--- src/rtl/alu_pkg.sv ---
// rtl/alu_pkg.sv - shared types and widths for the ALU command sequencer
//
// Purpose: opcode and FSM state encodings plus ALU operand/result widths.
// Ports:   none (package).

package alu_pkg;

    localparam int ALU_IN_W  = 8;
    localparam int ALU_OUT_W = 16;

    typedef enum logic [1:0] {
        ALU_ADD = 2'b00,
        ALU_SUB = 2'b01,
        ALU_MUL = 2'b10,
        ALU_XOR = 2'b11
    } alu_op_e;

    typedef enum logic [1:0] {
        IDLE = 2'b00,
        EXEC = 2'b01,
        RESP = 2'b10
    } seq_state_e;

endpackage

--- src/rtl/alu_op_counter.sv ---
// rtl/alu_op_counter.sv - saturating per-opcode operation counter
//
// Purpose: counts inc pulses, sticks at all-ones instead of wrapping.
// Ports:
//   clk    in   1      rising-edge clock
//   clr    in   1      synchronous clear (has priority over inc)
//   inc    in   1      add one this cycle
//   count  out  CNT_W  current count

module alu_op_counter #(
    parameter int CNT_W = 16
) (
    input  logic             clk,
    input  logic             clr,
    input  logic             inc,
    output logic [CNT_W-1:0] count
);

    logic [CNT_W-1:0] count_q;
    logic [CNT_W-1:0] count_d;

    always_comb begin
        count_d = count_q;
        if (clr) begin
            count_d = '0;
        end else if (inc && (count_q != {CNT_W{1'b1}})) begin
            count_d = count_q + CNT_W'(1);
        end
    end

    always_ff @(posedge clk) begin
        count_q <= count_d;
    end

    assign count = count_q;

endmodule

--- src/rtl/alu_cmd_sequencer.sv ---
// rtl/alu_cmd_sequencer.sv - drives an external ALU from a command channel
//
// Purpose: accepts one command at a time, registers operands into the ALU,
// captures the result one cycle later and returns it with the command tag.
// Optional chaining feeds the low byte of the previous result in as operand a.
// Ports:
//   clk, rst                        clock, synchronous active-high reset
//   cmd_valid/cmd_ready             command handshake
//   cmd_a, cmd_b, cmd_opcode        operands and opcode
//   cmd_chain                       use previous result[7:0] as operand a
//   cmd_tag                         echoed on the response
//   alu_a, alu_b, alu_opcode        registered ALU inputs
//   alu_result                      combinational ALU output
//   rsp_valid/rsp_ready             response handshake
//   rsp_result, rsp_tag             response payload
//   op_count                        4 saturating counters, slice k = opcode k

module alu_cmd_sequencer
    import alu_pkg::*;
#(
    parameter int TAG_W = 4,
    parameter int CNT_W = 16
) (
    input  logic                 clk,
    input  logic                 rst,
    input  logic                 cmd_valid,
    output logic                 cmd_ready,
    input  logic [ALU_IN_W-1:0]  cmd_a,
    input  logic [ALU_IN_W-1:0]  cmd_b,
    input  logic [1:0]           cmd_opcode,
    input  logic                 cmd_chain,
    input  logic [TAG_W-1:0]     cmd_tag,
    output logic [ALU_IN_W-1:0]  alu_a,
    output logic [ALU_IN_W-1:0]  alu_b,
    output logic [1:0]           alu_opcode,
    input  logic [ALU_OUT_W-1:0] alu_result,
    output logic                 rsp_valid,
    input  logic                 rsp_ready,
    output logic [ALU_OUT_W-1:0] rsp_result,
    output logic [TAG_W-1:0]     rsp_tag,
    output logic [4*CNT_W-1:0]   op_count
);

    seq_state_e           state_q, state_d;
    logic [ALU_IN_W-1:0]  alu_a_q, alu_a_d;
    logic [ALU_IN_W-1:0]  alu_b_q, alu_b_d;
    alu_op_e              alu_op_q, alu_op_d;
    logic [TAG_W-1:0]     tag_q, tag_d;
    logic [ALU_OUT_W-1:0] result_q, result_d;
    // Only the low byte of the previous result can ever be chained back in.
    logic [ALU_IN_W-1:0]  prev_lo_q, prev_lo_d;
    logic [3:0]           cnt_inc;

    always_comb begin
        state_d   = state_q;
        alu_a_d   = alu_a_q;
        alu_b_d   = alu_b_q;
        alu_op_d  = alu_op_q;
        tag_d     = tag_q;
        result_d  = result_q;
        prev_lo_d = prev_lo_q;
        case (state_q)
            IDLE: begin
                if (cmd_valid) begin
                    state_d  = EXEC;
                    alu_a_d  = cmd_chain ? prev_lo_q : cmd_a;
                    alu_b_d  = cmd_b;
                    alu_op_d = alu_op_e'(cmd_opcode);
                    tag_d    = cmd_tag;
                end
            end
            EXEC: begin
                state_d   = RESP;
                result_d  = alu_result;
                prev_lo_d = alu_result[ALU_IN_W-1:0];
            end
            RESP: begin
                if (rsp_ready) begin
                    state_d = IDLE;
                end
            end
            default: state_d = IDLE;
        endcase
    end

    always_ff @(posedge clk) begin
        if (rst) begin
            state_q   <= IDLE;
            alu_a_q   <= '0;
            alu_b_q   <= '0;
            alu_op_q  <= ALU_ADD;
            tag_q     <= '0;
            result_q  <= '0;
            prev_lo_q <= '0;
        end else begin
            state_q   <= state_d;
            alu_a_q   <= alu_a_d;
            alu_b_q   <= alu_b_d;
            alu_op_q  <= alu_op_d;
            tag_q     <= tag_d;
            result_q  <= result_d;
            prev_lo_q <= prev_lo_d;
        end
    end

    // A counter ticks on the EXEC edge, so a reset landing in EXEC
    // clears it instead of counting the discarded command.
    always_comb begin
        cnt_inc = '0;
        for (int k = 0; k < 4; k++) begin
            cnt_inc[k] = (state_q == EXEC) && (alu_op_q == alu_op_e'(k));
        end
    end

    for (genvar k = 0; k < 4; k++) begin : g_cnt
        alu_op_counter #(
            .CNT_W (CNT_W)
        ) u_cnt (
            .clk   (clk),
            .clr   (rst),
            .inc   (cnt_inc[k]),
            .count (op_count[k*CNT_W +: CNT_W])
        );
    end

    assign cmd_ready  = (state_q == IDLE);
    assign rsp_valid  = (state_q == RESP);
    assign alu_a      = alu_a_q;
    assign alu_b      = alu_b_q;
    assign alu_opcode = alu_op_q;
    assign rsp_result = result_q;
    assign rsp_tag    = tag_q;

endmodule
--- config.mk ---
export PLATFORM = sky130hd
export DESIGN_NAME = alu_cmd_sequencer
export DESIGN_NICKNAME = d
export VERILOG_FILES = /design/src/rtl/alu_pkg.sv /design/src/rtl/alu_op_counter.sv /design/src/rtl/alu_cmd_sequencer.sv
export SDC_FILE = /design/constraint.sdc
export NUM_CORES = 1
export LEC_CHECK = 0
export BUFFER_PORTS_ARGS = -buffer_cell sky130_fd_sc_hd__buf_2
export CAP_MARGIN = 30
export CORE_AREA = 2 2 101 176
export DETAILED_ROUTE_END_ITERATION = 10
export DIE_AREA = 0 0 103 178
export GPL_TIMING_DRIVEN = 0
export SYNTH_ARGS = -nofsm -noshare
export SYNTH_HDL_FRONTEND = slang
export SYNTH_HIERARCHICAL = 1
export SYNTH_SLANG_ARGS = --single-unit
--- constraint.sdc ---
create_clock -name clk -period 3.2 [get_ports clk]
set_input_delay 0.16 -clock clk [delete_from_list [all_inputs] [get_ports clk]]
set_output_delay 0.16 -clock clk [all_outputs]
set_load 0.005 [all_outputs]
### After elaboration in Yosys (flattened, before gate mapping)

Index checks and enable logic that the tools add are counted.

| operators by class | value |
|---|---|
| bitwise gates (word level) | 0 |
| shift-type cells | 0 |
| reductions and logical operators | 12 |
| muxes and demuxes | 4 |
| $lt $le $gt $ge | 0 |
| add/subtract/negate cells | 4 |
| multiply operators | 0 |
| eq/ne operators | 11 |
| div/mod/pow operators | 0 |

Operators with widths:

| cell | count |
|---|---|
| 16-bit by 1-bit adder with 16-bit output, second input constant | 4 |
| 16-bit inequality test, second input constant | 4 |
| 1-bit logical AND | 8 |
| 8-bit 2-to-1 mux | 1 |
| 2-bit == test, second input constant | 3 |
| 2-bit one-hot mux with 3 select lines | 1 |
| 2-bit by 1-bit == test with 1-bit output, second input constant | 2 |
| 2-bit zero test | 2 |
| 2-bit 2-to-1 mux | 2 |
| 2-bit AND reduction | 2 |
| 2-bit by 1-bit inequality test with 1-bit output, second input constant | 1 |
| 2-bit inequality test, second input constant | 1 |

| storage, ports and cells | value |
|---|---|
| memories | 0 |
| register bits after elaboration | 112 |
| output and inout bits | 104 |
| logic and storage cells | 42 |
| bits in read-only memories | 0 |
| RAM bits | 0 |
| bits in latches | 0 |
| input port bits | 43 |

### Depth between registers and ports, before layout

Gate-level depths: netlist of the first run.

| depth | value |
|---|---|
| depth in word-level cells | 3 |
| mapped depth | 9 |
| gate-level depth less buffers | 7 |

### Cells and area by module

The synthesis of the first run kept the hierarchy.

Modules (own cells, without submodules):

| module | cells each | area an instance (sq um) | times used |
|---|---|---|---|
| alu_op_counter | 99 | 848.3 | 4 |
| alu_cmd_sequencer | 165 | 1576.5 | 1 |

### Worst setup path before layout of the first run

No wires, ideal clock.

| path | value |
|---|---|
| path type | register to register |
| from | register state_q[1] |
| to | register g_cnt[2].u_cnt.count_q[7] |
| arrival time | 2.163 ns |
| period minus slack after synthesis | 2.233 ns |
| setup slack | 0.967 ns |
| path buffers | 3 |
| library setup time | 0.070 ns |
| stages on the path, launching flop included | 9 |
| path through | dfxtp_1 > nand2b_1 > buf_4 > buf_4 > nor3b_1 > nand2_1 > clkbuf_1 > or4_1 > a21oi_1 |

| between the ends | value |
|---|---|
| word-level cells in the longest chain between the ends | 3 |

RTL lines:

| what | line | RTL |
|---|---|---|
| from (decl) | alu_cmd_sequencer.sv:44 | `seq_state_e state_q, state_d;` |
| from (signal assigned) | alu_cmd_sequencer.sv:96 | `state_q <= state_d;` |
| 2-bit by 1-bit == test with 1-bit output | alu_cmd_sequencer.sv:111 | `cnt_inc[k] = (state_q == EXEC) && (alu_op_q == alu_op_e'(k));` |
| 1-bit logical AND | alu_cmd_sequencer.sv:111 |  |
| named net cnt_inc[2] | alu_cmd_sequencer.sv:52 | `logic [3:0] cnt_inc;` |
| 1-bit logical AND | alu_op_counter.sv:26 | `end else if (inc && (count_q != {CNT_W{1'b1}})) begin` |
| to (signal assigned) | alu_op_counter.sv:32 | `count_q <= count_d;` |
| to (decl) | alu_op_counter.sv:19 | `logic [CNT_W-1:0] count_q;` |

The timed path passes the listed nets, and every way through them passes these cells.
A chain may end at the register's enable or synchronous reset.

### Worst setup path in the final report of the first run

| path | value |
|---|---|
| from | register state_q[0] |
| to | register g_cnt[2].u_cnt.count_q[7] |

The elaborated chain is that of the path after synthesis.

==> impl_metrics.ini, run 1 <==
[worst_hold_path]
hold_path_depth = 3
holdPathEnd = alu_b[5]
hp-start = cmd_b[5]
hp-class = input pin to register

[timing]
skew_ps = 8.498
maxSlewHeadroom = 0.4053
setup_ws_ps = 395.9
finalSetupTns_ps = 0
timing.final.crit_share = 0.8763
slew_violations = 0
final_hold_viol_count = 0
max_freq_mhz = 356.6
setup_viol = 0
rsz0062_at_grt = false
tightestPinTransition_ps = 890.2
min_period_ps = 2804

[layout]
diodes = 0
final_cell_mix = 148 x buf_2, 104 x dfxtp_1, 57 x nand2_1, 57 x a21oi_1, 47 x nor2_1
final_common_cell = buf_2
nets = 763
nFillCells = 1816
syn2layout_area_growth_pct = 26.23
drive_above_1_share = 0.2732

[drt]
drt-wirelength-per-cell_um = 14.81
antenna_left = 0
vias = 4823
wl_um = 14040
viasPerCell = 5.088
detail_route.first_pass.iterations = 4
drt_drc_violations_left = 0
drtIter0Drc = 112

[worst_setup_path]
worst_setup_path_start_kind = register
critPathKind = register to register
cp_top_family = simple AND/OR/NAND/NOR gates
cpMostUsedCell = buf_4
crit_fanout = 10
path_cells = nand2b_1, buf_4, buf_4, nor3b_1, nand2_1, clkbuf_1, or4_1, a21oi_1
r2r.worst_path.cells = 8
r2r_slack_ps = 400
r2r-start = state_q[0]
cp.buffers_inverters = 3
worst_setup_path_end_kind = register
timing.rr.end = g_cnt[2].u_cnt/count[7]
required_ps = 3470
slowest_delay_ps = 740
crit_slowest_cell = nor3b_1
cp.arrival_ps = 3070

[cts]
cts.clk_slew.worst_paths_ps = 70
post_cts_buffers = 0
cts_buffers = 9
cts_hold_buf = 0
clk_latency_ps = 350
clockRootBuffer = clkbuf_16
cts_tree = done
ctsResizeCount = 0
cts.sinks = 104
h-tree-depth = 3
clock_path_buffers = 2

[synthesis]
ys_seq_area_frac = 0.4189
syn_nets = 608
ys_types = 40
synth_top_area_share = 0.4189
ys_ff_latch = 104
yosysWarnings = 6
async_reset_ff_frac = 0
yosys-top-cells-area = dfxtp_1 42%, a21oi_1 5.7%, mux2i_1 5.2%, nand2_1 4.3%, or4_1 4.2%
synth_cells = 561
syn_area_per_cell_um2 = 8.859
yosysTopAreaCell = dfxtp_1
ys.flop_type = dfxtp_1
netlist_area_um2 = 4970
synth_edf_count = 0

[grt]
grt_max_degree = 17
grt_pass1_wl_um = 21940
antenna_found_initial = 0
grt_pass1_vias = 4453
track_usage = 0.1515
overflow = 0

[run_status]
outcome = finished clean

[placement]
pre_cts_slack_ps = 433.9
io_buffer_count = 144
dp_hpwl_um = 10660
gp_congestion = 0.8356

[pwr]
cellLeakagePower_nw = 2.523
powerDensity_nw_per_um2 = 427.4
ir_drop_mv = 0.2159
p_total_w = 0.002681

[floorplanning]
ios = 147
start_util = 0.2946
core_area_um2 = 16870
rows = 63
die_h_um = 178
dieArea_um2 = 18330
die_w_um = 103

[run]
maxCapViolations = 0
metal layers:
metal,part of all wire,global-route usage
met2,0.55,0.2762
met4,0.026,0.07182
met5,0,0
met3,0.042,0.02508
met1,0.38,0.1657
state kept, by name (all words and copies together) (netlist names):
name and count:
rsp_result 16, state_q 2, alu_b 8, alu_opcode 2, g_cnt.u_cnt/count 64, alu_a 8
rsp_tag 4
power by group:
part           switching, W  total, W  internal (W)  leakage, nW
clock network      0.000497   0.00112      0.000628        0.145
registers         0.0000225   0.00135       0.00133        0.843
logic              0.000111  0.000206     0.0000946         1.53
total              0.000631   0.00268       0.00205         2.52
cells by family (layout without fill, tap and decap cells):
kind of cell               count (synthesis)  in the layout  synth area share
and+or+nand+nor                          258            258            0.3064
AOI/OAI and AO/OA                        117            117            0.1500
DFF                                      104            104            0.4189
buffers and inverters                     40            200           0.03902
muxes                                     30             30           0.06143
xor gates and xnor gates                   8              8           0.01410
adders and majority gates                  4              4           0.01007
worst register-to-register path: stages, from the launching register on:
cell and delay, ps:
dfxtp_1 430, nand2b_1 80, buf_4 170, buf_4 180, nor3b_1 740, nand2_1 190
clkbuf_1 270, or4_1 500, a21oi_1 150
final cells by class:
class / count / area, um^2 / share of cell area
multi-input cells: 417 / 2694 / 0.4294
flip-flops and latches: 104 / 2082 / 0.3319
repair buffers: 144 / 720.7 / 0.1149
well taps: 227 / 284.0 / 0.04527
clock buffers: 11 / 242.7 / 0.03869
plain buffers: 28 / 148.9 / 0.02373
clock inverters: 5 / 56.30 / 0.008975
inverters: 12 / 45.04 / 0.007180
cell usage after synthesis (5+ instances only):
cell type	number
a21oi_1	57
buf_1	5
nand4_1	12
and4_1	12
o21ai_0	16
nor4_1	8
xnor2_1	8
nor3_1	17
nor2b_1	10
nand2_1	57
inv_1	12
clkbuf_1	11
nand3_1	24
mux2i_1	26
nor2_1	47
or4_1	28
or3_1	12
o31ai_1	24
and3_1	5
dfxtp_1	104
a211oi_2	8
metrics by stage:
step | utilization | hold WS (ps) | cells | area, um^2
6_report | 0.3719 | 46.97 | 948 | 6274
5_1_grt | 0.3719 | 35.86 | 948 | 6274
4_1_cts | 0.3719 | 30.95 | 948 | 6274
3_5_place_dp | 0.3542 | 404.6 | 932 | 5974
3_3_place_gp | 0.3542 | 393.7 | 932 | 5974
2_1_floorplan | - | 296.0 | 561 | 4970
how the worst max path moves through the flow:
| stage | end | slack, ps | startpoint | cells after the start |
|---|---|---|---|---|
| floorplan | g_cnt[2].u_cnt/count[7] | 970 | state_q[1] | 8 |
| global placement | g_cnt[2].u_cnt/count[9] | 470 | state_q[0] | 8 |
| detailed placement | g_cnt[2].u_cnt/count[7] | 430 | state_q[0] | 8 |
| CTS | g_cnt[2].u_cnt/count[13] | 410 | state_q[0] | 8 |
| global route | g_cnt[2].u_cnt/count[15] | 210 | state_q[0] | 8 |
| finish | g_cnt[2].u_cnt/count[7] | 400 | state_q[0] | 8 |
(Power assumes the default switching activity.)
==> run 2: changes to the inputs <==
--- a/config.mk
+++ b/config.mk
@@ -11,6 +11,7 @@
 export DETAILED_ROUTE_END_ITERATION = 10
 export DIE_AREA = 0 0 103 178
 export GPL_TIMING_DRIVEN = 0
+export RECOVER_POWER = 100
 export SYNTH_ARGS = -nofsm -noshare
 export SYNTH_HDL_FRONTEND = slang
 export SYNTH_HIERARCHICAL = 1
==> run 2 against run 1 <==
  * First-iteration DRC count increased by 26%
  * Worst setup slack got worse by 65 ps
  * Fmax shrank 2.2%
  * Sequential power about the same
  * Count of clock-buffer cells in the layout stayed put
  * Global-route usage stayed put
  * Utilization shrank 1.1 points
  * Combinational power shrank 11%
  * Worst hold slack got worse by 1.6 ps
  * Via count is 0.15% lower
  * Die area unchanged
  * Critical path type unchanged
  * Flip-flop and latch count did not move
==> impl_metrics.ini, run 2 (synthesis results as in run 1) <==
[run_status]
outcome = finished clean

[worst_setup_path]
crit_fanout = 10
worst_setup_path_end_kind = register
cp.arrival_ps = 3140
worst_setup_path_start_kind = register
required_ps = 3470
critPathKind = register to register

[timing]
tightestPinTransition_ps = 1211
rsz0062_at_grt = false
timing.final.crit_share = 0.8964
hold_slack_ps = 45.32
final_hold_viol_count = 0
skew_ps = 8.698
setup_ws_ps = 331.4
max_freq_mhz = 348.6
slew_violations = 0
maxSlewHeadroom = 0.1852
min_period_ps = 2869
finalSetupTns_ps = 0
setup_viol = 0

[pwr]
swShare = 0.2355
ir_drop_mv = 0.2166
cellLeakagePower_nw = 2.177
p_sw_w = 0.0006261
powerDensity_nw_per_um2 = 436.4
intPower_w = 0.002033
p_comb_frac = 0.069
pwr-share-clk = 0.423
pwr-share-seq = 0.508

[drt]
viasPerCell = 5.080
vias = 4816
detail_route.first_pass.iterations = 4
wl_um = 14090
antenna_left = 0
drt-wirelength-per-cell_um = 14.86
drtIter0Drc = 141
drt_drc_violations_left = 0

[layout]
regArea_um2 = 2082
fin_cells = 948
final_cell_mix = 104 x dfxtp_1, 88 x clkbuf_1, 77 x buf_2, 57 x nand2_1, 57 x a21oi_1
largest_reg_flops = 64
nFillCells = 1861
nets = 763
drive_above_1_share = 0.1540
diodes = 0
syn2layout_area_growth_pct = 22.61
post-route-util = 0.3612
multi_input_area_um2 = 2633
final_common_cell = dfxtp_1

[run]
maxCapViolations = 0

[grt]
grt_pass1_vias = 4453
antenna_found_initial = 0
grt_max_degree = 17
grt_pass1_wl_um = 21940
overflow = 0
track_usage = 0.1515

[cts]
cts_tree = done
cts.sinks = 104
cts_buffers = 9
clk_latency_ps = 350
h-tree-depth = 3
ctsResizeCount = 0
clockRootBuffer = clkbuf_16
clock_path_buffers = 2
post_cts_buffers = 0
cts.clk_slew.worst_paths_ps = 70
cts_hold_buf = 0

[placement]
dp_hpwl_um = 10660
gp_congestion = 0.8356
place_inst = 932
pre_cts_slack_ps = 433.9
io_buffer_count = 144

[floorplanning]
die_w_um = 103
ios = 147
die_h_um = 178
rows = 63
start_util = 0.2946
core_area_um2 = 16870
dieArea_um2 = 18330

[worst_hold_path]
hp-class = input pin to register
run 2: cell count changes in the layout (fill, tap and decap cells not counted), sizes merged:
cell	delta
buf	-76
clkbuf	+76
run 2: final cells by class:
type	count	share of cell area
Buffer	28	0.01930
Clock buffer	11	0.03984
Clock inverter	5	0.009240
Inverter	12	0.007392
Multi-Input combinational cell	417	0.4320
Sequential cell	104	0.3417
Tap cell	227	0.04661
Timing Repair Buffer	144	0.1039
run 2: final timing paths:
check | cells after the start | end | startpoint | slack [ps]
max | 8 | g_cnt[2].u_cnt/count[7] | state_q[1] | 330
min | 3 | alu_opcode[1] | cmd_opcode[1] | 50
max reg2reg | 8 | g_cnt[2].u_cnt/count[7] | state_q[1] | 330
min reg2reg | 2 | rsp_result[8] | rsp_result[8] | 460
run 2: layer usage:
metal | up-vias | part of all wire | global-route usage | wire length, um
li1 | 2402 | - | - | -
met1 | 2261 | 0.39 | 0.1657 | 5505
met2 | 132 | 0.54 | 0.2762 | 7676
met3 | 21 | 0.038 | 0.02508 | 534
met4 | 0 | 0.026 | 0.07182 | 369
met5 | - | 0 | 0 | 0
run 2: worst max-delay path, cell delays in order (launching register included):
cell and delay (ps):
dfxtp_1 340, nand2b_1 140, clkbuf_1 220, buf_4 250, nor3b_1 740, nand2_1 190, clkbuf_1 260, or4_1 500
a21oi_1 150
run 2: per-stage QoR:
stage	power, W	cell area [um^2]
after CTS	0.002732	6274
after floorplan	0.001497	4970
after detailed placement	0.001592	5974
after global placement	0.001589	5974
final	0.002659	6093
after global routing	0.002783	6093
run 2: power groups by stage:
stage	combinational [W]	sequential (W)	clock (W)
final	0.000184	0.00135	0.00112
after global placement	0.000209	0.00138	0
after CTS	0.000211	0.00135	0.00117
after floorplan	0.000115	0.00138	0
after detailed placement	0.000211	0.00138	0
after global routing	0.000206	0.00135	0.00122
==> run 3: changes to the inputs <==
--- a/config.mk
+++ b/config.mk
@@ -7,9 +7,9 @@
 export LEC_CHECK = 0
 export BUFFER_PORTS_ARGS = -buffer_cell sky130_fd_sc_hd__buf_2
 export CAP_MARGIN = 30
-export CORE_AREA = 2 2 101 176
+export CORE_AREA = 2 2 186 97
 export DETAILED_ROUTE_END_ITERATION = 10
-export DIE_AREA = 0 0 103 178
+export DIE_AREA = 0 0 188 99
 export GPL_TIMING_DRIVEN = 0
 export RECOVER_POWER = 100
 export SYNTH_ARGS = -nofsm -noshare
==> run 3 against run 2 <==
  * Clock power is essentially flat
  * Count of clock-buffer cells in the layout is 3 higher
  * Flip-flop and latch count unchanged
  * Non-clock buffer count is the same
  * Routed wire length rose by 2.1%
  * Fmax rose by 4.9%
  * Utilization about the same
  * Combinational power up 5%
  * Die area is 1.5% higher
  * Via count shrank 1.9%
==> impl_metrics.ini, run 3 (synthesis results as in run 1) <==
[grt]
grtUsageMet2 = 0.2032
overflow = 0
top_usage_layer = met1
grt_use_met3 = 0.05306
grt_pass1_vias = 4351
grt_max_degree = 16
antenna_found_initial = 0
track_usage = 0.1562
grt_pass1_wl_um = 23270
grt_use_met1 = 0.2426

[timing]
timing.final.crit_share = 0.8549
maxSlewHeadroom = 0.1045
final_hold_viol_count = 0
min_period_ps = 2736
setup_ws_ps = 464.3
hold_slack_ps = 43.92
slew_violations = 0
finalSetupTns_ps = 0
max_freq_mhz = 365.5
skew_ps = 10.95
rsz0062_at_grt = false
tightestPinTransition_ps = 1331
setup_viol = 0

[floorplanning]
dieArea_um2 = 18610
ios = 147
core_area_um2 = 16970
die_h_um = 99
rows = 34
die_w_um = 188
start_util = 0.2928

[worst_setup_path]
cp_top_family = simple AND/OR/NAND/NOR gates
worst_setup_path_start_kind = register
path_cells = nand2b_1, buf_4, buf_4, nor3b_1, nand2_1, clkbuf_1, or4_1, a21oi_1
critPathKind = register to register
worst_setup_path_end_kind = register
r2r-start = state_q[1]
crit_fanout = 10
cpMostUsedCell = buf_4
cp.buffers_inverters = 3
required_ps = 3480
slowest_delay_ps = 720
cp.arrival_ps = 3010
crit_slowest_cell = nor3b_1
startpoint = state_q[1]

[layout]
diodes = 0
multi_input_area_um2 = 2643
nets = 763
nFillCells = 1795
final_cell_mix = 104 x dfxtp_1, 91 x buf_2, 74 x clkbuf_1, 57 x nand2_1, 57 x a21oi_1
syn2layout_area_growth_pct = 23.46
largest_reg_flops = 64
post-route-util = 0.3615
final_common_cell = dfxtp_1
drive_above_1_share = 0.1789
regArea_um2 = 2082

[placement]
gp_congestion = 0.8080
dp_hpwl_um = 10840
pre_cts_slack_ps = 442.9
io_buffer_count = 144

[cts]
cts_hold_buf = 0
clock_path_buffers = 2
cts.sinks = 104
cts_tree = done
h-tree-depth = 3
post_cts_buffers = 0
clockRootBuffer = clkbuf_16
cts.clk_slew.worst_paths_ps = 70
cts_buffers = 9
ctsResizeCount = 0
clk_latency_ps = 350

[drt]
drt-wirelength-per-cell_um = 15.06
antenna_left = 0
viasPerCell = 4.947
drtIter0Drc = 316
vias = 4724
drt_drc_violations_left = 0
detail_route.first_pass.iterations = 4
wl_um = 14380

[pwr]
powerDensity_nw_per_um2 = 437.9
ir_drop_mv = 0.2398
cellLeakagePower_nw = 2.220

[run]
maxCapViolations = 0

[run_status]
outcome = finished clean

[worst_hold_path]
hp-class = input pin to register
hp-start = alu_result[15]
-- run 3: changes by cell type in the layout (fill, tap and decap cells not counted), sizes merged --
cell    previous run  this run
buf               84       100
clkbuf            99        86
clkinv             3         0
-- run 3: area by class of cell --
type                    instances  area share
multi-input cells             417      0.4307
flip-flops and latches        104      0.3393
repair buffers                144      0.1062
well taps                     234     0.04772
clock buffers                  14     0.04303
plain buffers                  28     0.01958
inverters                      12    0.007341
clock inverters                 2    0.006117
-- run 3: layer usage --
layer | share of wire | routed length, um | vias up
met5 | 0 | 0 | -
met4 | 0.0063 | 90 | 0
met3 | 0.064 | 920 | 8
met2 | 0.37 | 5301 | 146
met1 | 0.56 | 8065 | 2159
li1 | - | - | 2411
-- run 3: worst min-delay path: stages --
cell and delay [ps]:
buf_2 90, nand2_1 40, a21oi_1 50
-- run 3: worst paths after layout --
check	to	slack [ps]	cells after the start
min reg2reg	rsp_result[11]	460	2
max reg2reg	g_cnt[2].u_cnt/count[13]	460	8
max	g_cnt[2].u_cnt/count[13]	460	8
min	rsp_result[15]	40	3
-- run 3: through the flow --
stage                     cell area [um^2]  instances  total power (W)
after detailed placement              5983        939         0.001592
final                                 6136        955         0.002687
after CTS                             6285        955         0.002744
after floorplan                       4970        561         0.001497
after global placement                5983        939         0.001589
after global routing                  6136        955         0.002810
-- run 3: where the power goes --
group	internal, W	leakage (nW)	switching (W)
clock	0.000652	0.143	0.000489
combinational	0.0000832	1.23	0.000109
sequential	0.00133	0.843	0.0000253
total	0.00206	2.22	0.000624
